$ cat config.mk
export PLATFORM = sky130hd
export DESIGN_NAME = hssl_sync_monitor_flat
export DESIGN_NICKNAME = d
export VERILOG_FILES = /design/src/rtl/hssl_sync_monitor_if.sv /design/src/rtl/hssl_sync_monitor.sv /design/src/flat_wrapper.sv
export SDC_FILE = /design/constraint.sdc
export NUM_CORES = 1
export LEC_CHECK = 0
export CAP_MARGIN = 20
export CORE_UTILIZATION = 40
export DETAILED_ROUTE_END_ITERATION = 7
export PLACE_DENSITY = 0.75
export SLEW_MARGIN = 40
export SYNTH_ARGS = -nofsm -noshare
export SYNTH_HDL_FRONTEND = slang
export SYNTH_SLANG_ARGS = --single-unit
$ cat constraint.sdc
create_clock -name clk -period 2.3 [get_ports clk]
set_input_delay 0.69 -clock clk [delete_from_list [all_inputs] [get_ports clk]]
set_output_delay 0.69 -clock clk [all_outputs]
set_load 0.005 [all_outputs]
$ cat src/rtl/hssl_sync_monitor_if.sv
// Signal bundle between the transceiver rx path / rx control block and the sync monitor.
// The slave modport is the monitor itself; the master modport is whoever drives it.
interface hssl_sync_monitor_if #(
  parameter int BYTES    = 4,
  parameter int CNT_BITS = 16
);
  logic                rx_commadet_in;
  logic [BYTES-1:0]    rx_disperr_in;
  logic [BYTES-1:0]    rx_encerr_in;
  logic                handshake_complete_in;
  logic                clr_cnt_in;
  logic [1:0]          sync_state_out;
  logic                rx_reset_datapath_out;
  logic                tx_elecidle_out;
  logic                link_up_out;
  logic [CNT_BITS-1:0] err_cnt_out;
  logic [CNT_BITS-1:0] loss_cnt_out;

  modport master (
    output rx_commadet_in, rx_disperr_in, rx_encerr_in, handshake_complete_in, clr_cnt_in,
    input  sync_state_out, rx_reset_datapath_out, tx_elecidle_out, link_up_out,
           err_cnt_out, loss_cnt_out
  );

  modport slave (
    input  rx_commadet_in, rx_disperr_in, rx_encerr_in, handshake_complete_in, clr_cnt_in,
    output sync_state_out, rx_reset_datapath_out, tx_elecidle_out, link_up_out,
           err_cnt_out, loss_cnt_out
  );
endinterface

$ cat src/rtl/hssl_sync_monitor.sv
// 8b/10b link sync monitor: LOSS_OF_SYNC / RESYNC / SYNC_ACQUIRED tracking, rx datapath
// reset pulsing, tx electrical-idle back-off after repeated failed attempts, statistics.
module hssl_sync_monitor #(
  parameter int BYTES                 = 4,
  parameter int NUM_CLKC_FOR_SYNC     = 4,
  parameter int NUM_CLKC_FOR_LOSS     = 128,
  parameter int NUM_CLKC_FOR_RX_RESET = 4,
  parameter int NUM_CLKC_FOR_IDLE     = 1000,
  parameter int ERR_THRESHOLD         = 4,
  parameter int ERR_WINDOW            = 64,
  parameter int MAX_FAILS             = 8,
  parameter int CNT_BITS              = 16
) (
  input logic                clk,
  input logic                reset,
  hssl_sync_monitor_if.slave mon
);

  localparam logic [1:0] ST_SYNC_ACQ = 2'b00;
  localparam logic [1:0] ST_RESYNC   = 2'b01;
  localparam logic [1:0] ST_LOSS     = 2'b10;

  localparam int SW = $clog2(NUM_CLKC_FOR_SYNC + 1);
  localparam int LW = $clog2(NUM_CLKC_FOR_LOSS + 1);
  localparam int RW = $clog2(NUM_CLKC_FOR_RX_RESET + 1);
  localparam int IW = $clog2(NUM_CLKC_FOR_IDLE + 1);
  localparam int EW = $clog2(ERR_THRESHOLD + 1);
  localparam int WW = $clog2(ERR_WINDOW + 1);
  localparam int FW = $clog2(MAX_FAILS + 1);

  logic [1:0]          state_r, state_nxt_s;
  logic [SW-1:0]       sync_cnt_r, sync_nxt_s;
  logic [LW-1:0]       to_cnt_r, to_nxt_s;
  logic [EW-1:0]       err_lvl_r, err_lvl_nxt_s;
  logic [WW-1:0]       win_cnt_r, win_nxt_s;
  logic [RW-1:0]       rx_cnt_r;
  logic                rx_reset_r;
  logic [IW-1:0]       idle_cnt_r;
  logic                tx_idle_r;
  logic [FW-1:0]       fail_cnt_r, fail_nxt_s;
  logic                link_up_r, linked_r, link_up_nxt_s;
  logic [CNT_BITS-1:0] err_cnt_r, loss_cnt_r;
  logic                invalid_s, los_entry_s, fail_inc_s, idle_done_s, idle_start_s;

  // Next state and per-state timers; every transition zeroes all timers and the error level.
  always_comb begin
    invalid_s     = (|mon.rx_disperr_in[BYTES-1:0]) | (|mon.rx_encerr_in[BYTES-1:0]);
    state_nxt_s   = state_r;
    sync_nxt_s    = sync_cnt_r;
    to_nxt_s      = to_cnt_r;
    err_lvl_nxt_s = err_lvl_r;
    win_nxt_s     = win_cnt_r;
    case (state_r)
      ST_LOSS: begin
        if (mon.rx_commadet_in && !rx_reset_r) state_nxt_s = ST_RESYNC;
        else                                   state_nxt_s = ST_LOSS;
      end
      ST_RESYNC: begin
        if (invalid_s)                                        state_nxt_s = ST_LOSS;
        else if (sync_cnt_r == SW'(NUM_CLKC_FOR_SYNC - 1))    state_nxt_s = ST_SYNC_ACQ;
        else                                                  sync_nxt_s  = sync_cnt_r + SW'(1);
      end
      ST_SYNC_ACQ: begin
        if (invalid_s) begin
          err_lvl_nxt_s = err_lvl_r + EW'(1);
          win_nxt_s     = '0;
        end else if (err_lvl_r != '0) begin
          if (win_cnt_r == WW'(ERR_WINDOW - 1)) begin
            err_lvl_nxt_s = '0;
            win_nxt_s     = '0;
          end else begin
            win_nxt_s = win_cnt_r + WW'(1);
          end
        end else begin
          win_nxt_s = '0;
        end
        if (mon.handshake_complete_in) to_nxt_s = '0;
        else                           to_nxt_s = to_cnt_r + LW'(1);
        if ((invalid_s && (err_lvl_r == EW'(ERR_THRESHOLD - 1))) ||
            (!mon.handshake_complete_in && (to_cnt_r == LW'(NUM_CLKC_FOR_LOSS - 1))))
          state_nxt_s = ST_LOSS;
        else
          state_nxt_s = ST_SYNC_ACQ;
      end
      default: state_nxt_s = ST_LOSS;
    endcase
    if (state_nxt_s != state_r) begin
      sync_nxt_s    = '0;
      to_nxt_s      = '0;
      err_lvl_nxt_s = '0;
      win_nxt_s     = '0;
    end else begin
      sync_nxt_s    = sync_nxt_s;
    end
  end

  // Loss events, failed-attempt accounting and electrical-idle trigger.
  always_comb begin
    los_entry_s   = (state_nxt_s == ST_LOSS) && (state_r != ST_LOSS);
    fail_inc_s    = los_entry_s && !linked_r;
    link_up_nxt_s = (state_nxt_s == ST_SYNC_ACQ) && mon.handshake_complete_in;
    idle_done_s   = tx_idle_r && (idle_cnt_r == '0);
    if (link_up_nxt_s && !link_up_r)                         fail_nxt_s = '0;
    else if (idle_done_s)                                    fail_nxt_s = '0;
    else if (fail_inc_s && (fail_cnt_r != FW'(MAX_FAILS)))   fail_nxt_s = fail_cnt_r + FW'(1);
    else                                                     fail_nxt_s = fail_cnt_r;
    idle_start_s  = !tx_idle_r && (fail_nxt_s == FW'(MAX_FAILS));
  end

  // State register and timers.
  always_ff @(posedge clk) begin
    if (reset) begin
      state_r    <= ST_LOSS;
      sync_cnt_r <= '0;
      to_cnt_r   <= '0;
      err_lvl_r  <= '0;
      win_cnt_r  <= '0;
    end else begin
      state_r    <= state_nxt_s;
      sync_cnt_r <= sync_nxt_s;
      to_cnt_r   <= to_nxt_s;
      err_lvl_r  <= err_lvl_nxt_s;
      win_cnt_r  <= win_nxt_s;
    end
  end

  // Rx datapath reset pulse on loss entry, tx idle timer, link and fail tracking.
  always_ff @(posedge clk) begin
    if (reset) begin
      rx_reset_r <= 1'b0;
      rx_cnt_r   <= '0;
      tx_idle_r  <= 1'b1;
      idle_cnt_r <= IW'(NUM_CLKC_FOR_IDLE - 1);
      link_up_r  <= 1'b0;
      linked_r   <= 1'b0;
      fail_cnt_r <= '0;
    end else begin
      if (los_entry_s) begin
        rx_reset_r <= 1'b1;
        rx_cnt_r   <= RW'(NUM_CLKC_FOR_RX_RESET - 1);
      end else if (rx_reset_r) begin
        if (rx_cnt_r == '0) rx_reset_r <= 1'b0;
        else                rx_cnt_r   <= rx_cnt_r - RW'(1);
      end
      if (idle_start_s) begin
        tx_idle_r  <= 1'b1;
        idle_cnt_r <= IW'(NUM_CLKC_FOR_IDLE - 1);
      end else if (tx_idle_r) begin
        if (idle_cnt_r == '0) tx_idle_r  <= 1'b0;
        else                  idle_cnt_r <= idle_cnt_r - IW'(1);
      end
      link_up_r  <= link_up_nxt_s;
      linked_r   <= (state_nxt_s == ST_SYNC_ACQ) && (linked_r || link_up_nxt_s);
      fail_cnt_r <= fail_nxt_s;
    end
  end

  // Saturating statistics; clear wins over a simultaneous increment.
  always_ff @(posedge clk) begin
    if (reset || mon.clr_cnt_in) begin
      err_cnt_r  <= '0;
      loss_cnt_r <= '0;
    end else begin
      if (invalid_s && (state_r != ST_LOSS) && (err_cnt_r != '1))
        err_cnt_r <= err_cnt_r + CNT_BITS'(1);
      if (los_entry_s && (loss_cnt_r != '1))
        loss_cnt_r <= loss_cnt_r + CNT_BITS'(1);
    end
  end

  assign mon.sync_state_out        = state_r;
  assign mon.rx_reset_datapath_out = rx_reset_r;
  assign mon.tx_elecidle_out       = tx_idle_r;
  assign mon.link_up_out           = link_up_r;
  assign mon.err_cnt_out           = err_cnt_r;
  assign mon.loss_cnt_out          = loss_cnt_r;

endmodule

$ cat src/flat_wrapper.sv
// flat-port wrapper written by rule: the top's interface ports become plain ports
module hssl_sync_monitor_flat 
#(
  parameter int BYTES                 = 4,
  parameter int NUM_CLKC_FOR_SYNC     = 4,
  parameter int NUM_CLKC_FOR_LOSS     = 128,
  parameter int NUM_CLKC_FOR_RX_RESET = 4,
  parameter int NUM_CLKC_FOR_IDLE     = 1000,
  parameter int ERR_THRESHOLD         = 4,
  parameter int ERR_WINDOW            = 64,
  parameter int MAX_FAILS             = 8,
  parameter int CNT_BITS              = 16
)
  (clk, reset, mon_rx_commadet_in, mon_rx_disperr_in, mon_rx_encerr_in, mon_handshake_complete_in, mon_clr_cnt_in, mon_sync_state_out, mon_rx_reset_datapath_out, mon_tx_elecidle_out, mon_link_up_out, mon_err_cnt_out, mon_loss_cnt_out);
  hssl_sync_monitor_if #(.BYTES(BYTES), .CNT_BITS(CNT_BITS)) mon_i ();
  input logic clk;
  input logic reset;
  input wire logic [$bits(mon_i.rx_commadet_in)-1:0] mon_rx_commadet_in;
  input wire logic [$bits(mon_i.rx_disperr_in)-1:0] mon_rx_disperr_in;
  input wire logic [$bits(mon_i.rx_encerr_in)-1:0] mon_rx_encerr_in;
  input wire logic [$bits(mon_i.handshake_complete_in)-1:0] mon_handshake_complete_in;
  input wire logic [$bits(mon_i.clr_cnt_in)-1:0] mon_clr_cnt_in;
  output wire logic [$bits(mon_i.sync_state_out)-1:0] mon_sync_state_out;
  output wire logic [$bits(mon_i.rx_reset_datapath_out)-1:0] mon_rx_reset_datapath_out;
  output wire logic [$bits(mon_i.tx_elecidle_out)-1:0] mon_tx_elecidle_out;
  output wire logic [$bits(mon_i.link_up_out)-1:0] mon_link_up_out;
  output wire logic [$bits(mon_i.err_cnt_out)-1:0] mon_err_cnt_out;
  output wire logic [$bits(mon_i.loss_cnt_out)-1:0] mon_loss_cnt_out;
  assign mon_i.rx_commadet_in = mon_rx_commadet_in;
  assign mon_i.rx_disperr_in = mon_rx_disperr_in;
  assign mon_i.rx_encerr_in = mon_rx_encerr_in;
  assign mon_i.handshake_complete_in = mon_handshake_complete_in;
  assign mon_i.clr_cnt_in = mon_clr_cnt_in;
  assign mon_sync_state_out = mon_i.sync_state_out;
  assign mon_rx_reset_datapath_out = mon_i.rx_reset_datapath_out;
  assign mon_tx_elecidle_out = mon_i.tx_elecidle_out;
  assign mon_link_up_out = mon_i.link_up_out;
  assign mon_err_cnt_out = mon_i.err_cnt_out;
  assign mon_loss_cnt_out = mon_i.loss_cnt_out;
  hssl_sync_monitor #(.BYTES(BYTES), .NUM_CLKC_FOR_SYNC(NUM_CLKC_FOR_SYNC), .NUM_CLKC_FOR_LOSS(NUM_CLKC_FOR_LOSS), .NUM_CLKC_FOR_RX_RESET(NUM_CLKC_FOR_RX_RESET), .NUM_CLKC_FOR_IDLE(NUM_CLKC_FOR_IDLE), .ERR_THRESHOLD(ERR_THRESHOLD), .ERR_WINDOW(ERR_WINDOW), .MAX_FAILS(MAX_FAILS), .CNT_BITS(CNT_BITS)) u_core (.clk(clk), .reset(reset), .mon(mon_i));
endmodule
==> results of run 1 <==
==> stage by stage <==
| step | cells | util (%) | setup WS [ps] |
|---|---|---|---|
| after floorplan | 448 | - | 47.0 |
| after global placement | 637 | 49.9 | -545 |
| after detailed placement | 637 | 49.9 | -617 |
| after CTS | 658 | 52.6 | -6.91 |
| after global routing | 667 | 54.5 | -160 |
| final | 667 | 54.5 | -97.5 |
==> cells in the mapped netlist, drive strengths merged (3+ instances only) <==
master	count	area share (%)
nand3	17	2.2
or3	6	0.97
nor3	18	2.6
nand2b	4	0.64
and3	3	0.48
nor2	76	7.3
nand3b	4	0.77
buf	6	1.3
o31ai	4	0.90
a21o	3	0.58
o21ai	19	2.4
nor4	11	2.9
nor4b	4	1.6
and4	3	0.68
nor2b	6	0.97
xor2	17	3.8
dfxtp	76	39
a211oi	5	1.1
a21oi	19	2.4
inv	19	1.8
nor3b	6	1.3
nand2	25	2.4
nand4	13	2.1
xnor2	30	6.8
ha	14	4.5
clkbuf	10	0.97
mux2i	4	1.0
==> where the power goes <==
| group | internal [mW] | switching (mW) |
|---|---|---|
| Sequential | 1.35 | 0.0354 |
| Combinational | 0.180 | 0.205 |
| Clock | 0.443 | 0.473 |
==> worst register-to-register path, stage by stage (launching register included) <==
cell      delay, ps
dfxtp_1         430
nand4_1         230
nor4b_4         300
buf_4           180
o31ai_4          60
buf_4           160
o311a_4         310
o211a_1         250
a211oi_2        240
==> how the worst max path moves through the flow <==
stage	slack, ps	from	cells past startpoint	end
after floorplan	50	mon_rx_disperr_in[1]	7	u_core.fail_cnt_r[1]$_SDFF_PP0_
after global placement	-550	mon_rx_disperr_in[3]	8	u_core.mon.err_cnt_out[11]$_SDFFE_PP0P_
after detailed placement	-620	mon_rx_disperr_in[3]	8	u_core.mon.err_cnt_out[5]$_SDFFE_PP0P_
after CTS	-7	mon_rx_commadet_in	7	u_core.idle_cnt_r[4]$_SDFFE_PP0P_
after global routing	-160	mon_rx_encerr_in[1]	9	u_core.mon.err_cnt_out[14]$_SDFFE_PP0P_
final	-100	mon_rx_encerr_in[1]	8	u_core.mon.err_cnt_out[12]$_SDFFE_PP0P_
==> final cells by class <==
cell class	instances	area (µm²)	share of cell area (%)
multi-input combinational	338	2360	46.5
sequential	76	1530	30.1
timing repair buffer	90	787	15.5
tap	129	161	3.18
clock buffer	13	159	3.13
inverter	19	71.3	1.40
clock inverter	2	10.0	0.197
==> flip-flops by register name, summed over array words and instances (netlist names) <==
signal and flops:
u_core.err_lvl_r 3, u_core.linked_r 1, u_core.win_cnt_r 7, u_core.mon.err_cnt_out 16
u_core.rx_cnt_r 3, u_core.mon.sync_state_out 2, u_core.to_cnt_r 8, u_core.mon.rx_reset_datapath_out 1
u_core.mon.tx_elecidle_out 1, u_core.idle_cnt_r 10, u_core.mon.link_up_out 1, u_core.sync_cnt_r 3
u_core.mon.loss_cnt_out 16, u_core.fail_cnt_r 4
==> logic make-up after synthesis <==
logic type               count (synthesis)
XOR/XNOR                                47
buffers and inverters                   35
AND/OR/NAND/NOR                        203
multiplexers                             4
AO/OA/AOI/OAI                           69
adder cells (fa/ha/maj)                 14
flip-flops                              76
==> per-layer routing <==
metal	wire, µm	part of all wire [%]	vias to the layer above
li1	-	-	1750
met3	324	3.4	13
met5	0	0	-
met2	4580	48	61
met4	168	1.8	0
met1	4480	47	1654
==> repair_timing <==
item	4_1_cts	5_1_grt
endpoints found under the setup margin	60	49
gates resized for setup	17	34
hold endpoints to repair	0	0
buffers inserted	3	10
pin swaps	5	11
gates cloned	3	0
==> reports/results.ini, run 1 <==
[placed_design]
io_buffers = 49
gp_congestion = 0.805
dpl.hpwl_um = 6390
place_area_um2 = 4650

[clocking]
htreeDepth = 3
clock_sinks = 76
clk_path_buf_depth = 2
ctsRootBufferMaster = clkbuf_8
clk_latency_ps = 350
hold_buffers = 0
cts_tree = done
cts_buffers = 9
clk_pin_slew_ps = 80

[synthesis]
ys_ff_latch = 76
synth-seq-area-share_pct = 39.2
yosys.area_share.adder_pct = 4.51
synth_xor_area_share_pct = 10.6
synth_area_per_cell_um2 = 8.67
synthArstFlopShare_pct = 0
synth_compound_area_share_pct = 12.2
synth_simple_gate_area_share_pct = 28.4
synth_ff_type = dfxtp_1
synth_nets = 475
synth_cell_types = 57
synth_top_family_by_area = simple AND/OR/NAND/NOR gates
yosysWarnings = 0
synth_edf_count = 0
synth_cells = 448
synthMuxAreaShare_pct = 1.03
syn_area_um2 = 3880

[critical_path]
cp.arrival_ps = 2670
end_kind = register
rr_worst_depth = 8
path_buf_inv = 3
timing.critical_path.from_type = input pin
r2r-end = u_core.idle_cnt_r[4]$_SDFFE_PP0P_
cp_top_family = compound AO/OA/AOI/OAI gates
cp_max_fo = 6
cp_cell_sequence = dlygate4sd2_1 > nor4_4 > buf_4 > buf_4 > a2111oi_0 > o31ai_2 > or3_1 > a21oi_1
timing.rr.start = u_core.to_cnt_r[3]$_SDFFE_PP0P_
worstPathRequired_ps = 2570
crit_top_cell = buf_4
slowest_stage = a2111oi_0
crit_type = input pin to register
critPathMaxStageDelay_ps = 580
r2r_setup_slack_ps = 50

[power_and_ir_drop]
powerDensity_nw_per_um2 = 528
max-vdd-ir-drop_v = 0.000271
finalPower_mw = 2.68
total_leakage_power_nw = 1.75

[route]
drt-wirelength-per-cell_um = 14.3
dr.pass1.iters = 4
vias = 3478
drtIter0Drc = 109
ant_nets = 0
drc_errors = 0
routed_wl_um = 9550
viasPerCell = 5.21

[global_routing]
antenna_found_initial = 0
grt_max_degree = 33
grt_pass1_vias = 3413
grt_pass1_wl_um = 15600
grt_overflow_total = 0
busiest_layer = met2
grt.total_usage_pct = 19.6
grt_use_met3_pct = 3.68
use_met1_pct = 25.0
met2_usage_pct = 31.8

[die]
start_util_pct = 41.6
ios = 50
core-area_um2 = 9330
die_w_um = 101
num_rows = 35
dieArea_um2 = 10100
die-height_um = 101

[timing]
timing.fmax_mhz = 417
setup_viol = 5
hold_viol_final = 0
min_period_ps = 2400
rsz0062_at_grt = yes
slew_viol_final = 0
fin_ws_ps = -97.5
hold_ws_ps = 485
fin_crit_sh_pct = 104
slew_headroom_pct = 56.3
worst_pin_slew_ps = 638
finalSetupTns_ps = -328
finalClockSkew_ps = 11.0

[cells_and_area]
fin_area_um2 = 5080
final_common_cell = nor2_1
final_nets = 561
fillers = 832
final_cell_mix = nor2_1 (75), dfxtp_1 (71), buf_4 (40)
area_growth_pct = 30.8
drive_above_1_share_pct = 18.0
n_antenna_cell = 0

[status]
failed_checks = setup timing
status = finished, violations left

[worst_hold_path]
whs_path_depth = 2
hold_start = u_core.win_cnt_r[1]$_SDFFE_PP0P_
hold_end = u_core.win_cnt_r[1]$_SDFFE_PP0P_
hold_class = register to register

[run]
max_cap_violations = 0

Note: power is estimated with default switching activity, not from simulation.
==> run 2: changes to the inputs <==
--- a/config.mk
+++ b/config.mk
@@ -7,2 +7,3 @@
 export LEC_CHECK = 0
+export ABC_CLOCK_PERIOD_IN_PS = 2300
 export CAP_MARGIN = 20
@@ -11,3 +12,2 @@
 export PLACE_DENSITY = 0.75
-export SLEW_MARGIN = 40
 export SYNTH_ARGS = -nofsm -noshare
==> constraint.sdc (replaced) <==
create_clock -name clk -period 2.3 [get_ports clk]
set_input_delay 0.23 -clock clk [delete_from_list [all_inputs] [get_ports clk]]
set_output_delay 0.23 -clock clk [all_outputs]
set_load 0.005 [all_outputs]
==> run 2 against run 1 <==
The flow now finishes without violations. Clock power grew 8.4%. Largest power group unchanged. Flip-flop and latch count unchanged. First-iteration DRC count up 5.5%. Utilization is 1.8 points lower. Power rose by 1.3%. Sequential share of layout area is 0.93 points higher. Setup slack better by 270 ps. Via count is 1.4% lower. Final area fell by 3.2%. Combinational power down 10%. Non-clock buffer count decreased by 14. Sequential power is essentially flat.
==> reports/results.ini, run 2 (synthesis results as in run 1) <==
[critical_path]
critPathMaxStageDelay_ps = 360
timing.critical_path.from_type = register
worstPathRequired_ps = 2570
crit_type = register to register
cp_max_fo = 4
end_kind = register
r2r_setup_slack_ps = 170
cp_top_family = compound AO/OA/AOI/OAI gates
crit_start = u_core.to_cnt_r[1]$_SDFFE_PP0P_
cp_cell_sequence = ha_2 > and4bb_1 > nor4b_4 > buf_4 > o31ai_4 > o311a_1 > o211a_1 > a211oi_1
timing.rr.start = u_core.to_cnt_r[1]$_SDFFE_PP0P_
cp.arrival_ps = 2400
slowest_stage = dfxtp_1
path_buf_inv = 1

[die]
core-area_um2 = 9330
die_w_um = 101
num_rows = 35
ios = 50
start_util_pct = 41.6
die-height_um = 101
dieArea_um2 = 10100

[route]
ant_nets = 0
drt-wirelength-per-cell_um = 13.5
routed_wl_um = 8800
vias = 3430
drc_errors = 0
viasPerCell = 5.26
drtIter0Drc = 115
dr.pass1.iters = 4

[power_and_ir_drop]
power_frac_seq_pct = 50.7
internal_power_mw = 2.03
total_leakage_power_nw = 1.65
clock_power_share_pct = 36.6
powerDensity_nw_per_um2 = 553
pwr-share-comb_pct = 12.7
power_switching_mw = 0.688
max-vdd-ir-drop_v = 0.000245
p_sw_share_pct = 25.3

[clocking]
ctsRootBufferMaster = clkbuf_8
clk_path_buf_depth = 2
cts_tree = done
htreeDepth = 3
cts_buffers = 9
clk_pin_slew_ps = 80
clk_latency_ps = 350
clock_sinks = 76

[global_routing]
grt_max_degree = 33
grt_overflow_total = 0
grt.total_usage_pct = 18.5
antenna_found_initial = 0
grt_pass1_vias = 3310
grt_pass1_wl_um = 14900

[cells_and_area]
final_nets = 546
fin_area_um2 = 4920
fillers = 894
area_growth_pct = 26.6
n_antenna_cell = 0
drive_above_1_share_pct = 13.0
final_common_cell = nor2_1
final_cell_mix = nor2_1 (76), dfxtp_1 (74), clkdlybuf4s50_1 (49)

[timing]
fin_crit_sh_pct = 92.7
slew_viol_final = 0
worst_pin_slew_ps = 590
finalSetupTns_ps = 0
slew_headroom_pct = 60.7
finalClockSkew_ps = 6.07
hold_viol_final = 0
setup_viol = 0
timing.fmax_mhz = 469
min_period_ps = 2130

[placed_design]
io_buffers = 49
dpl.hpwl_um = 6380
place_area_um2 = 4630
gp_congestion = 0.785

[worst_hold_path]
hold_start = u_core.win_cnt_r[1]$_SDFFE_PP0P_
hold_class = register to register

[run]
max_cap_violations = 0

[status]
status = completed

[run 2: power groups by stage]
| stage | clock [mW] | sequential, mW | combinational [mW] |
|---|---|---|---|
| 2_1_floorplan | 0 | 1.40 | 0.227 |
| 3_3_place_gp | 0 | 1.40 | 0.319 |
| 3_5_place_dp | 0 | 1.41 | 0.328 |
| 4_1_cts | 1.01 | 1.38 | 0.335 |
| 5_1_grt | 1.07 | 1.38 | 0.386 |
| 6_report | 0.993 | 1.38 | 0.345 |
[run 2: path summary, 6_finish.rpt]
kind                                                     endpoint  cells past startpoint
worst max-delay path            u_core.idle_cnt_r[4]$_SDFFE_PP0P_                      8
worst min-delay path             u_core.win_cnt_r[1]$_SDFFE_PP0P_                      2
worst max register to register  u_core.idle_cnt_r[4]$_SDFFE_PP0P_                      8
worst min register to register   u_core.win_cnt_r[1]$_SDFFE_PP0P_                      2
[run 2: per-layer routing]
metal  routed length, µm  GRT usage, %
met1                4130          23.7
met2                4210          30.7
met3                 349          4.02
met4                 116          6.47
met5                   0             0
[run 2: worst reg2reg max path, cell delays in order, from the launching register on]
cell,delay [ps]
dfxtp_1,360
ha_2,220
and4bb_1,220
nor4b_4,190
buf_4,180
o31ai_4,90
o311a_1,350
o211a_1,250
a211oi_1,200
[run 2: through the flow]
| step | hold WS (ps) | worst slack, ps | power, mW | instances | utilization [%] |
|---|---|---|---|---|---|
| floorplan | 378 | 206 | 1.62 | 448 | - |
| global placement | 460 | -168 | 1.72 | 634 | 49.6 |
| detailed placement | 460 | -220 | 1.73 | 634 | 49.6 |
| CTS | 470 | 31.9 | 2.72 | 650 | 51.8 |
| global route | 510 | -10.0 | 2.83 | 652 | 52.7 |
| finish | 472 | 169 | 2.72 | 652 | 52.7 |
[run 2: area by class of cell]
| class | instances | area [µm²] | area share (%) |
|---|---|---|---|
| Multi-Input combinational cell | 337 | 2280 | 46.3 |
| Sequential cell | 76 | 1520 | 31.0 |
| Timing Repair Buffer | 76 | 697 | 14.2 |
| Tap cell | 129 | 161 | 3.28 |
| Clock buffer | 13 | 149 | 3.03 |
| Inverter | 19 | 71.3 | 1.45 |
| Clock inverter | 2 | 35.0 | 0.713 |
[run 2: repair_timing]
action	CTS	global route
hold buffers	0	0
pin swaps	0	2
gates resized for setup	2	14
buffers inserted	1	1
endpoints found under the setup margin	4	33
==> variant 1, RTL diff (settings of run 2) <==
`ERR_THRESHOLD` is set to 4 in 2 places; all go to 2.
--- a/src/rtl/hssl_sync_monitor.sv
+++ b/src/rtl/hssl_sync_monitor.sv
@@ -6,7 +6,7 @@
   parameter int NUM_CLKC_FOR_LOSS     = 128,
   parameter int NUM_CLKC_FOR_RX_RESET = 4,
   parameter int NUM_CLKC_FOR_IDLE     = 1000,
-  parameter int ERR_THRESHOLD         = 4,
+  parameter int ERR_THRESHOLD         = 2,
   parameter int ERR_WINDOW            = 64,
   parameter int MAX_FAILS             = 8,
   parameter int CNT_BITS              = 16
--- a/src/flat_wrapper.sv
+++ b/src/flat_wrapper.sv
@@ -6,7 +6,7 @@
   parameter int NUM_CLKC_FOR_LOSS     = 128,
   parameter int NUM_CLKC_FOR_RX_RESET = 4,
   parameter int NUM_CLKC_FOR_IDLE     = 1000,
-  parameter int ERR_THRESHOLD         = 4,
+  parameter int ERR_THRESHOLD         = 2,
   parameter int ERR_WINDOW            = 64,
   parameter int MAX_FAILS             = 8,
   parameter int CNT_BITS              = 16
Formal check against the unedited RTL: not equivalent (a bounded check fails within 10 cycles, from zero or initial values and one cycle with reset high).
==> variant 1 against run 2 <==
- the run now ends with setup timing left
- setup slack lost 0.30 ns
- clock power grew 14%
- cell area increased by 0.92%
- routed wire length is 2.6% lower
- maximum frequency shrank 13%
- first-iteration DRC count is 7.8% lower
- power grew 2.2%
- sequential cell count fell by 1
- largest cell class unchanged
- sequential share of layout area is 0.63 points lower
- via count down 1.5%
- area after synthesis fell by 4.2%
==> variant 1: results (changes against run 2) <==
- The post-synthesis share of cell area spent on full adders, half adders and majority gates is 4.37% (-0.14 points).
- The run finished, with violations left.
- Sorting the synthesized cells by area gives the leading types as sky130_fd_sc_hd__dfxtp_1 (40%), sky130_fd_sc_hd__xnor2_1 (7.5%), sky130_fd_sc_hd__nor2_1 (7.1%).
- The count of cell types in the netlist is 53 (-7.0%).
- The wire length of the first global-routing pass is 14,500 um (-2.6%).
- The met3 capacity usage during global routing came to 2.77% (-1.3 points).
- The global routing met1 resource utilization is 21.8% (-1.9 points).
- The end point of the most critical hold path is u_core.win_cnt_r[6].
- The number of DRC markers in iteration 0 was 106 (-7.8%).
- The global-route track usage on met2 is 32.2% (+1.5 points).
- The post-cts repair resize count was 8 (+6).
- The post-synthesis share of cell area spent on xor and xnor gates came to 10.1% (-0.48 points).
- The slack of the critical path was -0.136 ns (-0.305 ns).
- The register fraction of the total cell area is 30.4% (-0.63 points).
- The average detailed-routed wire length per instance was 13.5 um (-0.26%).
- The number of nets produced by synthesis is 466 (-1.9%).
- The number of multi-input combinational cells was 328 (-2.7%).
- The number of clock-tree buffers in the layout is 10 (-3).
- The total placed instance area is 4670 um^2 (+0.92%).
- The global placer's final weighted congestion is 0.798 (+1.8%).
- The total number of sequential cells is 75 (-1.3%).
- The sum of net half-perimeters after detailed placement came to 6100 um (-4.4%).
- The critical path data arrival time was 2.68 ns (+0.28 ns).
- The share of the synthesized area in compound gates (AO/OA/AOI/OAI) is 8.91% (-3.3 points).
- Sorting the synthesized cells by how often they occur yields sky130_fd_sc_hd__dfxtp_1 (75), sky130_fd_sc_hd__nor2_1 (70), sky130_fd_sc_hd__xnor2_1 (32).
- The total of fill cells in the finished design is 803 (-10%).
- The total vias in the final route is 3,378 (-1.5%).
- The final reports fail on setup timing.
- The setup slack at placement came to -0.638 ns (-0.417 ns).
- The combined area of the multi-input logic cells is 2210 um^2 (-3.0%).
- The source of the worst hold timing path is u_core.win_cnt_r[6].
- The final net count is 550 (+0.73%).
- The routed metal-1 wire length came to 3880 um (-6.1%).
- The sequential area share after synthesis was 40.3% (+1.2 points).
- The number of failing setup endpoints in the final timing report is 11 (+11).
- The fraction of final layout cells sized beyond drive strength 1 is 16.8% (+3.8 points).
variant 1: changes by cell type in the layout (fill, tap and decap cells not counted), sizes merged, moves of 5 or more:
cell / before / now
o21ai: 19 / 12
xor2: 17 / 11
nor2: 76 / 70
nand2: 25 / 30
nor3: 18 / 23
buf: 27 / 42
nor4: 11 / 16
nand4: 13 / 7
variant 1: critical path: stages, from the launching register on:
cell	delay (ns)
sky130_fd_sc_hd__dfxtp_2	0.32
sky130_fd_sc_hd__or3_4	0.36
sky130_fd_sc_hd__or4_4	0.45
sky130_fd_sc_hd__a211oi_4	0.29
sky130_fd_sc_hd__buf_4	0.17
sky130_fd_sc_hd__nand4_1	0.11
sky130_fd_sc_hd__a2111o_1	0.43
sky130_fd_sc_hd__and3b_2	0.21
variant 1: power breakdown:
part           switching (mW)  internal [mW]  total, mW  leakage, nW
sequential             0.0196           1.32       1.34        0.608
combinational           0.161          0.146      0.307        0.980
clock                   0.514          0.614       1.13        0.106
==> variant 2, RTL diff (settings of run 2) <==
Made on the original files. Make the reset (`reset`) asynchronous in 2 clocked blocks.
--- a/src/rtl/hssl_sync_monitor.sv
+++ b/src/rtl/hssl_sync_monitor.sv
@@ -108,7 +108,7 @@
   end
 
   // State register and timers.
-  always_ff @(posedge clk) begin
+  always_ff @(posedge clk or posedge reset) begin
     if (reset) begin
       state_r    <= ST_LOSS;
       sync_cnt_r <= '0;
@@ -125,7 +125,7 @@
   end
 
   // Rx datapath reset pulse on loss entry, tx idle timer, link and fail tracking.
-  always_ff @(posedge clk) begin
+  always_ff @(posedge clk or posedge reset) begin
     if (reset) begin
       rx_reset_r <= 1'b0;
       rx_cnt_r   <= '0;
Check against the original RTL: differs if reset is asserted again (counterexample within 4 cycles, from zero or initial values and one cycle with reset high); with reset held inactive, the same outputs for 10 cycles.
==> variant 2 against run 2 <==
- non-clock buffer count increased by 11
- highest routed layer unchanged
- routed wire length decreased by 0.81%
- setup slack got worse by 0.15 ns
- global-route usage decreased by 0.87 points
- area after synthesis increased by 2.6%
- sequential cell count unchanged
- worst hold slack got worse by 0.10 ns
- cell area increased by 5.9%
Power is not compared: it rests on default switching activity, and its combinational part moved more than twofold at a synthesized area within 25%.
==> variant 2: results (changes against run 2) <==
- The flow ran to the end, and the final reports show no timing, DRC or antenna violations.
- The clock-cell share of area is 4.66% (+0.92 points).
- The storage element area is 1750 um^2 (+15%).
- The combined area of the multi-input logic cells was 2160 um^2 (-5.1%).
- The worst hold slack is 0.369 ns (-0.103 ns).
- The met2 wire length came to 4320 um (+2.8%).
- The number of buffers other than clock buffers in the final layout is 87 (+14%).
- For this design, the slowest cell found on the critical path is sky130_fd_sc_hd__or4_4.
- The placeable core region is 9730 um^2 (+4.3%).
- The number of iterations in the first detailed-routing pass came to 5 (+1).
- The number of placed cells counting well taps came to 651 (+2.7%).
- The worst reg-to-reg setup slack is 0.09 ns (-0.08 ns).
- The via count of the first global-routing pass is 3,379 (+2.1%).
- The worst slew margin relative to its limit came to 61.2% (+0.48 points).
- The relative area of non-clock buffer cells in the final design is 15.5% (+1.3 points).
- The maximum net fanout on the critical path was 3 (-1).
- The total placed instance area is 4870 um^2 (+5.2%).
- The capture point of the worst path is u_core.win_cnt_r[2].
- By count the netlist is led by sky130_fd_sc_hd__nor2_1 (78), sky130_fd_sc_hd__nand2_1 (39), sky130_fd_sc_hd__dfrtp_1 (34).
- The largest net degree at the start of global routing is 45 (+36%).
- The setup slack at placement is -0.390 ns (-0.169 ns).
- The fraction of final layout cells sized beyond drive strength 1 came to 16.6% (+3.6 points).
- The average detailed-routed wire length per instance is 13.0 um (-3.3%).
- The worst stage delay on the critical path was 0.58 ns (+0.22 ns).
- The number of clock-tree buffers in the layout is 11 (-2).
- The fraction of registers with async set/reset was 57.9% (+58 points).
- The fmax is 438 MHz (-6.6%).
- The sequential area share after synthesis is 44.0% (+4.8 points).
- The global-route track usage on met2 is 31.1% (+0.42 points).
- The final clock skew came to 0.00646 ns (+0.000388 ns).
- Sorting the synthesized cells by area gives the leading types as sky130_fd_sc_hd__dfrtp_1 (21%), sky130_fd_sc_hd__dfxtp_1 (16%), sky130_fd_sc_hd__nor2_1 (7.3%).
- The final net count is 558 (+2.2%).
- The startpoint identified for the worst register-to-register timing path is u_core.err_lvl_r[0].
- The critical path data arrival time is 2.56 ns (+0.16 ns).
- The overall fraction of global-route tracks in use came to 17.6% (-0.87 points).
- The met3 layer wire length in the routed design is 243 um (-30%).
- The aggregate routed wire length is 8730 um (-0.81%).
- In this run the critical register-to-register path is captured at u_core.mon.loss_cnt_out[6].
- The start point of the critical path is mon_rx_encerr_in[2].
- The sum of net half-perimeters after detailed placement is 6280 um (-1.5%).
- The most common flop cell mapped by yosys is sky130_fd_sc_hd__dfrtp_1.
- The global routing met1 resource utilization was 21.3% (-2.5 points).
- The wire length of the first global-routing pass is 14,600 um (-2.5%).
[variant 2: changes by cell type in the layout (fill, tap and decap cells not counted), sizes merged, moves of 4 or more]
cell	change
and2	+5
a22oi	+4
nor4	-5
dfxtp	-44
nand4	-6
nor3	-4
dfrtp	+34
xnor2	-6
dfstp	+10
nand2	+14
buf	+11
[variant 2: timing repair]
item	CTS	global route
setup endpoints to repair	17	34
resized for setup	3	10
buffers inserted	0	2
pin swaps	0	5
[variant 2: logic make-up (layout without fill, tap and decap cells)]
kind of cell	after synthesis	in the layout	synth area share, %
AOI/OAI and AO/OA	67	67	11.8
and+or+nand+nor	214	214	26.9
muxes	3	3	0.785
adders and majority gates	14	14	4.40
DFF	76	76	44.0
xor gates and xnor gates	39	39	8.57
buffers and inverters	35	123	3.55
[variant 2: critical path, delay by kind of cell]
family	cells	cell delay, ns
compound gates	1	0.07
simple gates	5	1.66
buf+inv	2	0.60
